## src/rtl/ethernet_tx_arbiter.sv

```systemverilog
// ethernet_tx_arbiter: round-robin, packet-atomic sharing of the ethernet_sender TX buffer write port.
// Optional ETH_TX_ARB_STATS_EN adds per-source sent counters and a drop counter.
module ethernet_tx_arbiter #(
    parameter int num_req_p    = 2,
    parameter int data_width_p = 64,
    parameter int eth_mtu_p    = 2048,
    localparam int bytes_lp             = data_width_p / 8,
    localparam int addr_width_lp        = $clog2(eth_mtu_p),
    localparam int packet_size_width_lp = $clog2(eth_mtu_p + 1),
    localparam int nb_width_lp          = $clog2(bytes_lp + 1),
    localparam int lg_bytes_lp          = (bytes_lp == 1) ? 1 : $clog2(bytes_lp),
    localparam int size_width_lp        = $clog2(lg_bytes_lp + 1),
    localparam int id_width_lp          = $clog2(num_req_p)
) (
    input  logic                              clk_i,
    input  logic                              reset_i,
    input  logic [num_req_p-1:0]              req_v_i,
    input  logic [num_req_p*data_width_p-1:0] req_data_i,
    input  logic [num_req_p-1:0]              req_last_i,
    input  logic [num_req_p*nb_width_lp-1:0]  req_bytes_i,
    output logic [num_req_p-1:0]              req_yumi_o,
    input  logic                              packet_req_i,
    output logic                              packet_wvalid_o,
    output logic [addr_width_lp-1:0]          packet_waddr_o,
    output logic [data_width_p-1:0]           packet_wdata_o,
    output logic [size_width_lp-1:0]          packet_wdata_size_o,
    output logic                              packet_wsize_valid_o,
    output logic [packet_size_width_lp-1:0]   packet_wsize_o,
    output logic                              packet_send_o,
    output logic                              grant_v_o,
    output logic [id_width_lp-1:0]            grant_id_o,
`ifdef ETH_TX_ARB_STATS_EN
    output logic [num_req_p*16-1:0]           sent_count_o,
    output logic [15:0]                       drop_count_o,
`endif
    output logic                              drop_o
);

    typedef enum logic [2:0] {IDLE, DATA, SIZE, SEND, DROP} state_e;

    localparam int cw_lp = packet_size_width_lp + 1;
    localparam logic [cw_lp-1:0] mtu_lp  = cw_lp'(eth_mtu_p);
    localparam logic [cw_lp-1:0] full_lp = cw_lp'(bytes_lp);

    state_e                          state_r, state_n;
    logic [id_width_lp-1:0]          ptr_r, grant_r, win, ptr_n;
    logic [packet_size_width_lp-1:0] cnt_r, cnt_n;
    logic [cw_lp-1:0]                sum;
    logic [nb_width_lp-1:0]          nb;
    logic                            ovf_r, v, last, fits;

    // Lowest requester overall, overridden by the lowest requester at or after the pointer.
    always_comb begin
        win = ptr_r;
        for (int j = num_req_p - 1; j >= 0; j--)
            if (req_v_i[j]) win = id_width_lp'(j);
        for (int j = num_req_p - 1; j >= 0; j--)
            if (req_v_i[j] && j >= int'(ptr_r)) win = id_width_lp'(j);
    end

    assign v     = req_v_i[grant_r];
    assign last  = req_last_i[grant_r];
    assign nb    = last ? req_bytes_i[int'(grant_r)*nb_width_lp +: nb_width_lp] : nb_width_lp'(bytes_lp);
    assign fits  = !ovf_r && ({1'b0, cnt_r} + full_lp <= mtu_lp);
    assign sum   = {1'b0, cnt_r} + cw_lp'(nb);
    assign cnt_n = (sum > mtu_lp) ? packet_size_width_lp'(mtu_lp + 1'b1) : packet_size_width_lp'(sum);
    assign ptr_n = (int'(grant_r) == num_req_p - 1) ? '0 : grant_r + 1'b1;

    assign grant_v_o           = state_r != IDLE;
    assign grant_id_o          = grant_r;
    assign packet_waddr_o      = cnt_r[addr_width_lp-1:0];
    assign packet_wdata_o      = req_data_i[int'(grant_r)*data_width_p +: data_width_p];
    assign packet_wdata_size_o = size_width_lp'($clog2(bytes_lp));
    assign packet_wsize_o      = cnt_r;

    always_comb begin
        state_n              = state_r;
        req_yumi_o           = '0;
        packet_wvalid_o      = 1'b0;
        packet_wsize_valid_o = state_r == SIZE;
        packet_send_o        = state_r == SEND;
        drop_o               = state_r == DROP;
        case (state_r)
            IDLE: state_n = (packet_req_i && |req_v_i) ? DATA : IDLE;
            DATA: begin
                req_yumi_o[grant_r] = v;
                packet_wvalid_o     = v && fits;
                if (v && last) state_n = fits ? SIZE : DROP;
            end
            SIZE:    state_n = SEND;
            default: state_n = IDLE;
        endcase
    end

    always_ff @(posedge clk_i) begin
        if (reset_i) begin
            state_r <= IDLE;
            ptr_r   <= '0;
            grant_r <= '0;
            cnt_r   <= '0;
            ovf_r   <= 1'b0;
        end else begin
            state_r <= state_n;
            if (state_r == IDLE && state_n == DATA) begin
                grant_r <= win;
                cnt_r   <= '0;
                ovf_r   <= 1'b0;
            end
            // Overflow is sticky: later words of an oversize packet are drained, never written.
            if (state_r == DATA && v) begin
                cnt_r <= cnt_n;
                ovf_r <= !fits;
            end
            if (state_r == SEND || state_r == DROP) ptr_r <= ptr_n;
        end
    end

`ifdef ETH_TX_ARB_STATS_EN
    always_ff @(posedge clk_i) begin
        if (reset_i) begin
            sent_count_o <= '0;
            drop_count_o <= '0;
        end else begin
            if (state_r == SEND)
                sent_count_o[int'(grant_r)*16 +: 16] <= sent_count_o[int'(grant_r)*16 +: 16] + 16'd1;
            if (state_r == DROP) drop_count_o <= drop_count_o + 16'd1;
        end
    end
`endif

`ifndef SYNTHESIS
    always_ff @(posedge clk_i) begin
        if (!reset_i) begin
            assert (data_width_p == 32 || data_width_p == 64)
                else $error("data_width_p must be 32 or 64");
            if (state_r == DATA && v && last)
                assert (nb != '0 && int'(nb) <= bytes_lp) else $error("req_bytes_i out of range on last word");
            if (packet_wvalid_o)
                assert (int'(packet_waddr_o) + bytes_lp <= eth_mtu_p) else $error("write beyond eth_mtu_p");
            if (packet_wvalid_o || packet_wsize_valid_o || packet_send_o)
                assert (packet_req_i) else $error("packet_req_i low while writing to the sender");
        end
    end
`endif

endmodule
```

## config.mk

```make
export PLATFORM = sky130hd
export DESIGN_NAME = ethernet_tx_arbiter
export DESIGN_NICKNAME = d
export VERILOG_FILES = /design/src/rtl/ethernet_tx_arbiter.sv
export SDC_FILE = /design/constraint.sdc
export NUM_CORES = 1
export LEC_CHECK = 0
export BUFFER_PORTS_ARGS = -buffer_cell sky130_fd_sc_hd__buf_2
export CORE_AREA = 2 2 94 96
export CTS_CLUSTER_DIAMETER = 150
export CTS_CLUSTER_SIZE = 28
export DETAILED_ROUTE_END_ITERATION = 8
export DIE_AREA = 0 0 96 98
export HOLD_SLACK_MARGIN = 0.08
export PLACE_DENSITY = 0.78
export REMOVE_ABC_BUFFERS = 1
export SLEW_MARGIN = 20
export SYNTH_ARGS = -nofsm -noshare
export SYNTH_HDL_FRONTEND = slang
export SYNTH_SLANG_ARGS = --single-unit
```

## constraint.sdc

```tcl
create_clock -name clk_i -period 4.97 [get_ports clk_i]
set_input_delay 0.7455 -clock clk_i [delete_from_list [all_inputs] [get_ports clk_i]]
set_output_delay 0.7455 -clock clk_i [all_outputs]
set_load 0.02 [all_outputs]
```

# After elaboration in Yosys (flattened, before gate mapping)
# Cells that the tools add are included.
# word_totals
register_bits	18
latchBits	0
ram_bits	0
mem_bits_ro	0
in_bits	143
out_inout_bits	97
wordCells	58
mem_count	0
# op_classes
addsub	3
n_mul	0
n_div	0
magnitude_cmp	5
eq_ne	5
n_shift	2
muxes	22
bitwise	1
reduce_logical	15
# op_table
op	n
$shiftx A128 B8 Y64	1
$mux W12	3
$add A12 B4 Y13	1
$add A12 B4 Y13 const B	1
$gt A13 B12 Y1 const B	1
$le A13 B12 Y1 const B	1
$mux W1	13
$pmux W3 S3	1
$logic_and A1 B1 Y1	8
$shiftx A8 B4 Y4	1
$eq A3 B1 Y1 const B	2
$eq A3 B2 Y1 const B	2
$mux W3	2
$mux W4	1
$eq A3 B3 Y1 const B	1
$logic_not A3 Y1	1
$reduce_bool A3 Y1	1
$and A2 B2 Y2	1
$logic_not A1 Y1	2
$lt A1 B2 Y1 const B	1
$mux W2	1
$reduce_bool A2 Y1	1
$reduce_or A2 Y1	1
$add A1 B1 Y1 const B	1
other kinds (4)	4

# Depth between registers and ports, before layout
# Gate-level depths: netlist of run 1.
# logic_depth
depth_word	10
depth_mapped	14
ltp_nobuf	12

# Least setup slack after synthesis of run 1
# Ideal clock, no wire load.
# synth_path
path_kind	reg2reg
startpoint	register grant_r, in the netlist grant_id_o
endpoint	register cnt_r[2], in the netlist packet_wsize_o[2]
t_arrival_ps	3663
path_slack_ps	1189
path_stages_with_launch	15
path_buffers	3
period_less_slack_ps	3781
path_cell_list	dfxtp_1 > clkbuf_1 > clkbuf_1 > buf_1 > mux2i_1 > nor2_1 > ha_1 > fa_1 > and3_1 > nor2_1 > xnor2_1 > a31o_2 > a41oi_2 > nor3_2 > a22o_2
# synth_via
elab_chain_len	8
word_cells_on_any_way	17
classes_between	add/sub: 1; order compare: 1; eq/ne: 1; shift: 1; mux: 9; reduce/logical: 4
# synth_lines
element	line	rtl
start: declaration	46	logic [id_width_lp-1:0] ptr_r, grant_r, win, ptr_n;
start signal: assignment	105	grant_r <= win;
parallel branches: the longest is 8 deep, another holds $add A12 B4 Y13	n/a	
end signal: assignment	111	cnt_r <= cnt_n;
end: declaration	47	logic [packet_size_width_lp-1:0] cnt_r, cnt_n;
# Several ways; the timed one is not identified. The select of a mux whose other input is x is not followed.
# A chain may end at the register's enable or synchronous reset.

# Final worst setup path of run 1
# Ends and elaborated chain as after synthesis.

==> results.md, run 1 <==
- Commonest non-fill, non-tap cells in the layout: buf_2 (237), mux2_2 (65), nor2_1 (22)
- Final wirelength: 10,810 um
- Ys async rst share: 0%
- Sum Neg Setup Slack: 0 ns
- GP Congestion: 0.9654
- Maximum clock frequency: 0.2477 GHz
- Multi-input logic area: 0.001727 mm2
- Layout cell share with drive strength beyond 1: 67.36%
- Initial antenna violation count: 22
- Hold/Removal Path Class: reg -> reg
- Clk sinks: 18
- P_leak: 1.817 nW
- Post-CTS sizing: 0
- Worst-path clk slew: 0.07 ns
- Metal3 WL: 1952 um
- Total track usage: 21.51%
- CTS buffer count: 3
- Yosys warns: 0
- Initial core utilization: 27.42%
- Highest routed layer: met5
- CP Data Arrival Time: 4.24 ns
- Core area: 0.008466 mm2
- Fill cell count: 891
- Count of pins over their slew limit: 0
- Endpoints failing hold: 0
- WHS Endpoint: ovf_r$_SDFFE_PP0P_
- Via count: 2,977
- Final net count: 631
- CTS tree: done
- Final Total Pwr: 565.0 uW
- Longest Clk Path Bufs: 2
- # rows: 34
- Grt total ovfl: 0
- Clk_skew: 0.002689 ns
- Mapped Cells: 269
- Max-Cap Viols: 0
- Max FO, Critical Path: 27
- Fin crit period: 4.038 ns
- Drt via density: 4.921
- WL met2: 4646 um
- Largest net degree at the start of global routing: 48
- PwrDens: 159.7 mW/mm2
- Vias in the first global route: 2,722
- Most common cell after layout, fill and taps aside: buf_2
- Die Y-Extent: 98 um
- DRC: 0
- Register bit count reported by yosys: 18
- WL per Instance: 17.86 um
- Worst R2R Setup Slack: 0.93 ns
- First-pass GRT wire length: 15,090 um
- CP Class: reg -> reg
- Post-CTS Setup Bufs: 0
- Final period util: 81.25%
- Tightest Pin Transition: 0.9230 ns
- Placed insts: 585
- Antenna Violating Nets Remaining: 0
- Worst rel slew slack: 38.24%
- Die footprint: 0.009408 mm2
- Status: finished, final reports clean
- Final setup fails: 0
- I/O pins: 240
- H-tree levels: 1
- Iter 0 DRT Violations: 89
- Hold-fix buffers at CTS: 0
- DRT met1 WL: 4027 um
- R2R cell count: 12
- Post-synthesis sequential area ratio: 15.53%
- Synthesis-to-layout area growth: 52.45%
- Hold path depth: 2
- Port bufs: 237
- Worst skew pair latency: 0.26 ns
- Root Buffer: clkbuf_8
- Worst Setup Start Kind: register
- Number of flops mapped to enable cells by yosys: 0
- Mapped cell area: 0.002321 mm2
- Syn avg cell area: 8.628 um2
- Required time of the critical path: 5.18 ns
- First-pass DRT Iterations: 4
- Hold path startpoint: ovf_r$_SDFFE_PP0P_
- RSZ-0062 raised after global routing: no
- Half-perimeter wire length after placement: 9489 um
- Finished Core Util: 41.80%
- Post-synth top flop: dfxtp_1
- Final Non-Filler Cells: 605
- Setup crit end kind: register
- Worst-case vdd ir drop: 0.0001048 V
- Reg-to-reg critical path endpoint: packet_wsize_o[2]$_SDFFE_PP0P_
- Chip Width: 96 um
- Register area: 361.6 um2
- Post-synth cell types: 55
- Worst r2r src: grant_id_o$_SDFFE_PP0P_
[Yosys cell counts (4+ instances only)]
| cell | number | area, um2 |
|---|---|---|
| inv_1 | 7 | 26.28 |
| buf_4 | 14 | 105.1 |
| nor3_1 | 6 | 30.03 |
| ha_1 | 5 | 62.56 |
| o21ai_0 | 6 | 30.03 |
| nand2_1 | 13 | 48.80 |
| mux2_2 | 65 | 732.0 |
| nand3_1 | 5 | 25.02 |
| mux2i_1 | 8 | 80.08 |
| nor2_1 | 22 | 82.58 |
| dfxtp_1 | 18 | 360.4 |
| nand4_1 | 5 | 31.28 |
| clkbuf_1 | 10 | 37.54 |
| a21oi_1 | 13 | 65.06 |
| a31o_2 | 4 | 35.03 |
[sequential cells by signal (all words and copies together) (netlist names)]
register        cells
state_r             3
packet_wsize_o     12
ovf_r               1
grant_id_o          1
ptr_r               1
[report_power, final]
| part | internal [mW] | total (mW) | leakage (nW) | switching [mW] |
|---|---|---|---|---|
| sequential | 0.148 | 0.158 | 0.146 | 0.0101 |
| combinational | 0.131 | 0.287 | 1.64 | 0.156 |
| clock | 0.0705 | 0.120 | 0.0289 | 0.0496 |
[worst max-delay path, cell delays in order, from the launching register on]
cell	delay (ns)
dfxtp_2	0.73
inv_1	0.17
a21boi_0	0.66
nor2_1	0.12
ha_1	0.25
fa_1	0.40
and3_1	0.19
o211ai_1	0.29
mux2i_1	0.13
nor4b_2	0.33
a41oi_2	0.28
nor3_2	0.24
a22o_2	0.18
[layer usage]
| layer | global-route usage [%] | vias to the layer above |
|---|---|---|
| met5 | 0 | - |
| li1 | - | 1436 |
| met2 | 31.62 | 155 |
| met1 | 23.40 | 1355 |
| met3 | 18.06 | 21 |
| met4 | 5.495 | 10 |
[stage by stage]
step	hold slack, ns	cell area, um2	worst slack, ns
floorplan	0.4567	2113	0.1569
global placement	0.4786	3443	1.109
detailed placement	0.4904	3443	0.9665
CTS	0.5063	3498	0.9555
global route	0.5258	3513	0.5448
finish	0.4993	3538	0.9321
[worst max-delay path by stage]
stage                                          end  slack [ns]                     from  depth (start not counted)
floorplan           packet_wsize_o[2]$_SDFFE_PP0P_        0.16  grant_id_o$_SDFFE_PP0P_                         12
global placement    packet_wsize_o[2]$_SDFFE_PP0P_        1.11            req_last_i[1]                         13
detailed placement  packet_wsize_o[2]$_SDFFE_PP0P_        0.97            req_last_i[1]                         13
CTS                 packet_wsize_o[2]$_SDFFE_PP0P_        0.96  grant_id_o$_SDFFE_PP0P_                         12
global route        packet_wsize_o[2]$_SDFFE_PP0P_        0.54  grant_id_o$_SDFFE_PP0P_                         11
finish              packet_wsize_o[2]$_SDFFE_PP0P_        0.93  grant_id_o$_SDFFE_PP0P_                         12
[final cells by class]
class | instances | share of cell area [%]
Multi-Input combinational cell | 214 | 48.80
Timing Repair Buffer | 238 | 33.73
Sequential cell | 18 | 10.22
Tap cell | 108 | 3.819
Clock buffer | 4 | 1.556
Antenna cell | 16 | 1.132
Inverter | 7 | 0.7426
[cell families (layout without fill, tap and decap cells)]
group / after synthesis / in the layout / synth area share, %
AO/OA/AOI/OAI: 51 / 51 / 15.90
XOR/XNOR: 6 / 6 / 2.265
adder cells (fa/ha/maj): 6 / 6 / 3.558
buffers and inverters: 38 / 249 / 10.24
flip-flops: 18 / 18 / 15.53
multiplexers: 73 / 73 / 34.99
other: 1 / 18 / 0.1616
AND/OR/NAND/NOR: 76 / 76 / 17.36
Power figures use the tool's default switching activity.
==> inputs of run 2 (changes only) <==
--- a/config.mk
+++ b/config.mk
@@ -6,13 +6,13 @@
 export NUM_CORES = 1
 export LEC_CHECK = 0
 export BUFFER_PORTS_ARGS = -buffer_cell sky130_fd_sc_hd__buf_2
-export CORE_AREA = 2 2 94 96
+export CORE_AREA = 2 2 92 94
 export CTS_CLUSTER_DIAMETER = 150
 export CTS_CLUSTER_SIZE = 28
 export DETAILED_ROUTE_END_ITERATION = 8
-export DIE_AREA = 0 0 96 98
+export DIE_AREA = 0 0 94 96
 export HOLD_SLACK_MARGIN = 0.08
-export PLACE_DENSITY = 0.78
+export PLACE_DENSITY = 0.83
 export REMOVE_ABC_BUFFERS = 1
 export SLEW_MARGIN = 20
 export SYNTH_ARGS = -nofsm -noshare
==> constraint.sdc (replaced) <==
create_clock -name clk_i -period 3.7 [get_ports clk_i]
set_input_delay 0.555 -clock clk_i [delete_from_list [all_inputs] [get_ports clk_i]]
set_output_delay 0.555 -clock clk_i [all_outputs]
set_load 0.02 [all_outputs]
==> results.md, run 2 (synthesis gave the netlist of run 1 again) <==
- Clk_skew: 0.002228 ns
- Total track usage: 20.48%
- Hold/Removal Path Class: reg -> reg
- Iter 0 DRT Violations: 111
- Hold-fix buffers at CTS: 0
- Die footprint: 0.009024 mm2
- Sum Neg Setup Slack: 0 ns
- # rows: 33
- Vias in the first global route: 2,734
- CP Class: reg -> reg
- Worst r2r src: grant_id_o$_SDFFE_PP0P_
- I/O pins: 240
- Worst R2R Setup Slack: 0.27 ns
- DRC: 0
- Worst rel slew slack: 34.23%
- Layout cell share with drive strength beyond 1: 67.56%
- Most common cell after layout, fill and taps aside: buf_2
- Largest register FFs: 12
- Tightest Pin Transition: 0.9830 ns
- Clk sinks: 18
- CP max stage cell: a2111oi_0
- Final setup fails: 0
- Commonest non-fill, non-tap cells in the layout: buf_2 (237), mux2_2 (65), nor2_1 (22)
- Worst-path clk slew: 0.07 ns
- Crit path from: grant_id_o$_SDFFE_PP0P_
- CTS buffer count: 3
- Post-CTS Setup Bufs: 0
- CP delay by family, top: compound AO/OA/AOI/OAI gates
- Dpl ws: 0.3017 ns
- Final Total Pwr: 764.3 uW
- Antenna Violating Nets Remaining: 0
- Critical path endpoint: packet_wsize_o[1]$_SDFFE_PP0P_
- Half-perimeter wire length after placement: 9057 um
- Synthesis-to-layout area growth: 51.97%
- Placed insts: 585
- Fill cell count: 801
- Root Buffer: clkbuf_8
- Max-Cap Viols: 0
- CP Data Arrival Time: 3.63 ns
- Final period util: 92.72%
- Via count: 2,998
- Worst Setup Start Kind: register
- R2R cell count: 10
- First-pass GRT wire length: 14,100 um
- PwrDens: 216.7 mW/mm2
- CP cell instances: buf_4 > mux2i_1 > nor2_1 > fa_1 > xor2_1 > a2111oi_0 > nor4b_2 > a41oi_2 > nor3_2 > a22o_2
- Setup crit end kind: register
- CTS tree: done
- Initial antenna violation count: 8
- Status: finished, final reports clean
- Drt via density: 5.056
- Worst-case vdd ir drop: 0.0002023 V
- P_leak: 1.831 nW
- H-tree levels: 1
- Largest net degree at the start of global routing: 50
- Max FO, Critical Path: 17
- WL per Instance: 17.71 um
- Endpoints failing hold: 0
- Required time of the critical path: 3.90 ns
- CP bufs+invs: 1
- Chip Width: 94 um
- Final worst slack: 0.2693 ns
- First-pass DRT Iterations: 4
- Port bufs: 237
- Grt total ovfl: 0
- Initial core utilization: 28.83%
- Stages on worst setup path: 10
- Final Non-Filler Cells: 593
- Final wirelength: 10,500 um
- Count of pins over their slew limit: 0
- Finished Core Util: 43.81%
- Die Y-Extent: 96 um
- RSZ-0062 raised after global routing: no
- Final net count: 634
- Core area: 0.008051 mm2
- GP Congestion: 0.8824
- Maximum clock frequency: 0.2915 GHz
- Longest Clk Path Bufs: 2
- Post-CTS sizing: 0
- Reg-to-reg critical path endpoint: packet_wsize_o[1]$_SDFFE_PP0P_
- Slowest stage delay, CP: 0.51 ns
- Worst skew pair latency: 0.25 ns
- Fin crit period: 3.431 ns
run 2: cell types whose count changed in the layout (fill, tap and decap cells not counted), sizes merged:
cell	change
diode	-12
buf	+3
run 2: metrics by stage:
stage               hold slack [ns]  cell area, um2
floorplan                    0.4567            2113
CTS                          0.5148            3517
detailed placement           0.4979            3462
global route                 0.5420            3517
finish                       0.5013            3527
global placement             0.4722            3462
run 2: final cells by class:
| type | instances | area [um2] | area share [%] |
|---|---|---|---|
| antenna | 4 | 10.01 | 0.2838 |
| clock buffer | 4 | 55.05 | 1.561 |
| inverter | 7 | 26.28 | 0.7449 |
| multi-input combinational | 214 | 1727 | 48.95 |
| sequential | 18 | 361.6 | 10.25 |
| tap | 105 | 131.4 | 3.725 |
| timing repair buffer | 241 | 1216 | 34.48 |
run 2: per-layer routing:
metal | GRT usage, % | vias to the layer above | share of wire, %
met5 | 0 | - | 0.47
met4 | 4.952 | 8 | 2.5
met3 | 10.96 | 26 | 14
met2 | 36.25 | 197 | 49
met1 | 21.42 | 1349 | 34
li1 | - | 1418 | -
run 2: how the worst min path moves through the flow:
stage / slack (ns) / start / cells past startpoint / end
2_1_floorplan: 0.46 / ovf_r$_SDFFE_PP0P_ / 2 / ovf_r$_SDFFE_PP0P_
3_3_place_gp: 0.47 / ovf_r$_SDFFE_PP0P_ / 2 / ovf_r$_SDFFE_PP0P_
3_5_place_dp: 0.50 / ovf_r$_SDFFE_PP0P_ / 2 / ovf_r$_SDFFE_PP0P_
4_1_cts: 0.51 / ovf_r$_SDFFE_PP0P_ / 2 / ovf_r$_SDFFE_PP0P_
5_1_grt: 0.54 / ptr_r$_SDFFE_PP0P_ / 1 / ptr_r$_SDFFE_PP0P_
6_report: 0.50 / ovf_r$_SDFFE_PP0P_ / 2 / ovf_r$_SDFFE_PP0P_
run 2: report_power, final:
| group | switching, mW | leakage [nW] | total (mW) | internal, mW |
|---|---|---|---|---|
| registers | 0.0106 | 0.146 | 0.209 | 0.199 |
| clock network | 0.0682 | 0.0288 | 0.163 | 0.0946 |
| logic | 0.215 | 1.66 | 0.392 | 0.177 |
run 2: worst min-delay path: stages, from the launching register on:
cell and delay [ns]:
dfxtp_1 0.33, a2bb2oi_1 0.06, nor2_1 0.07
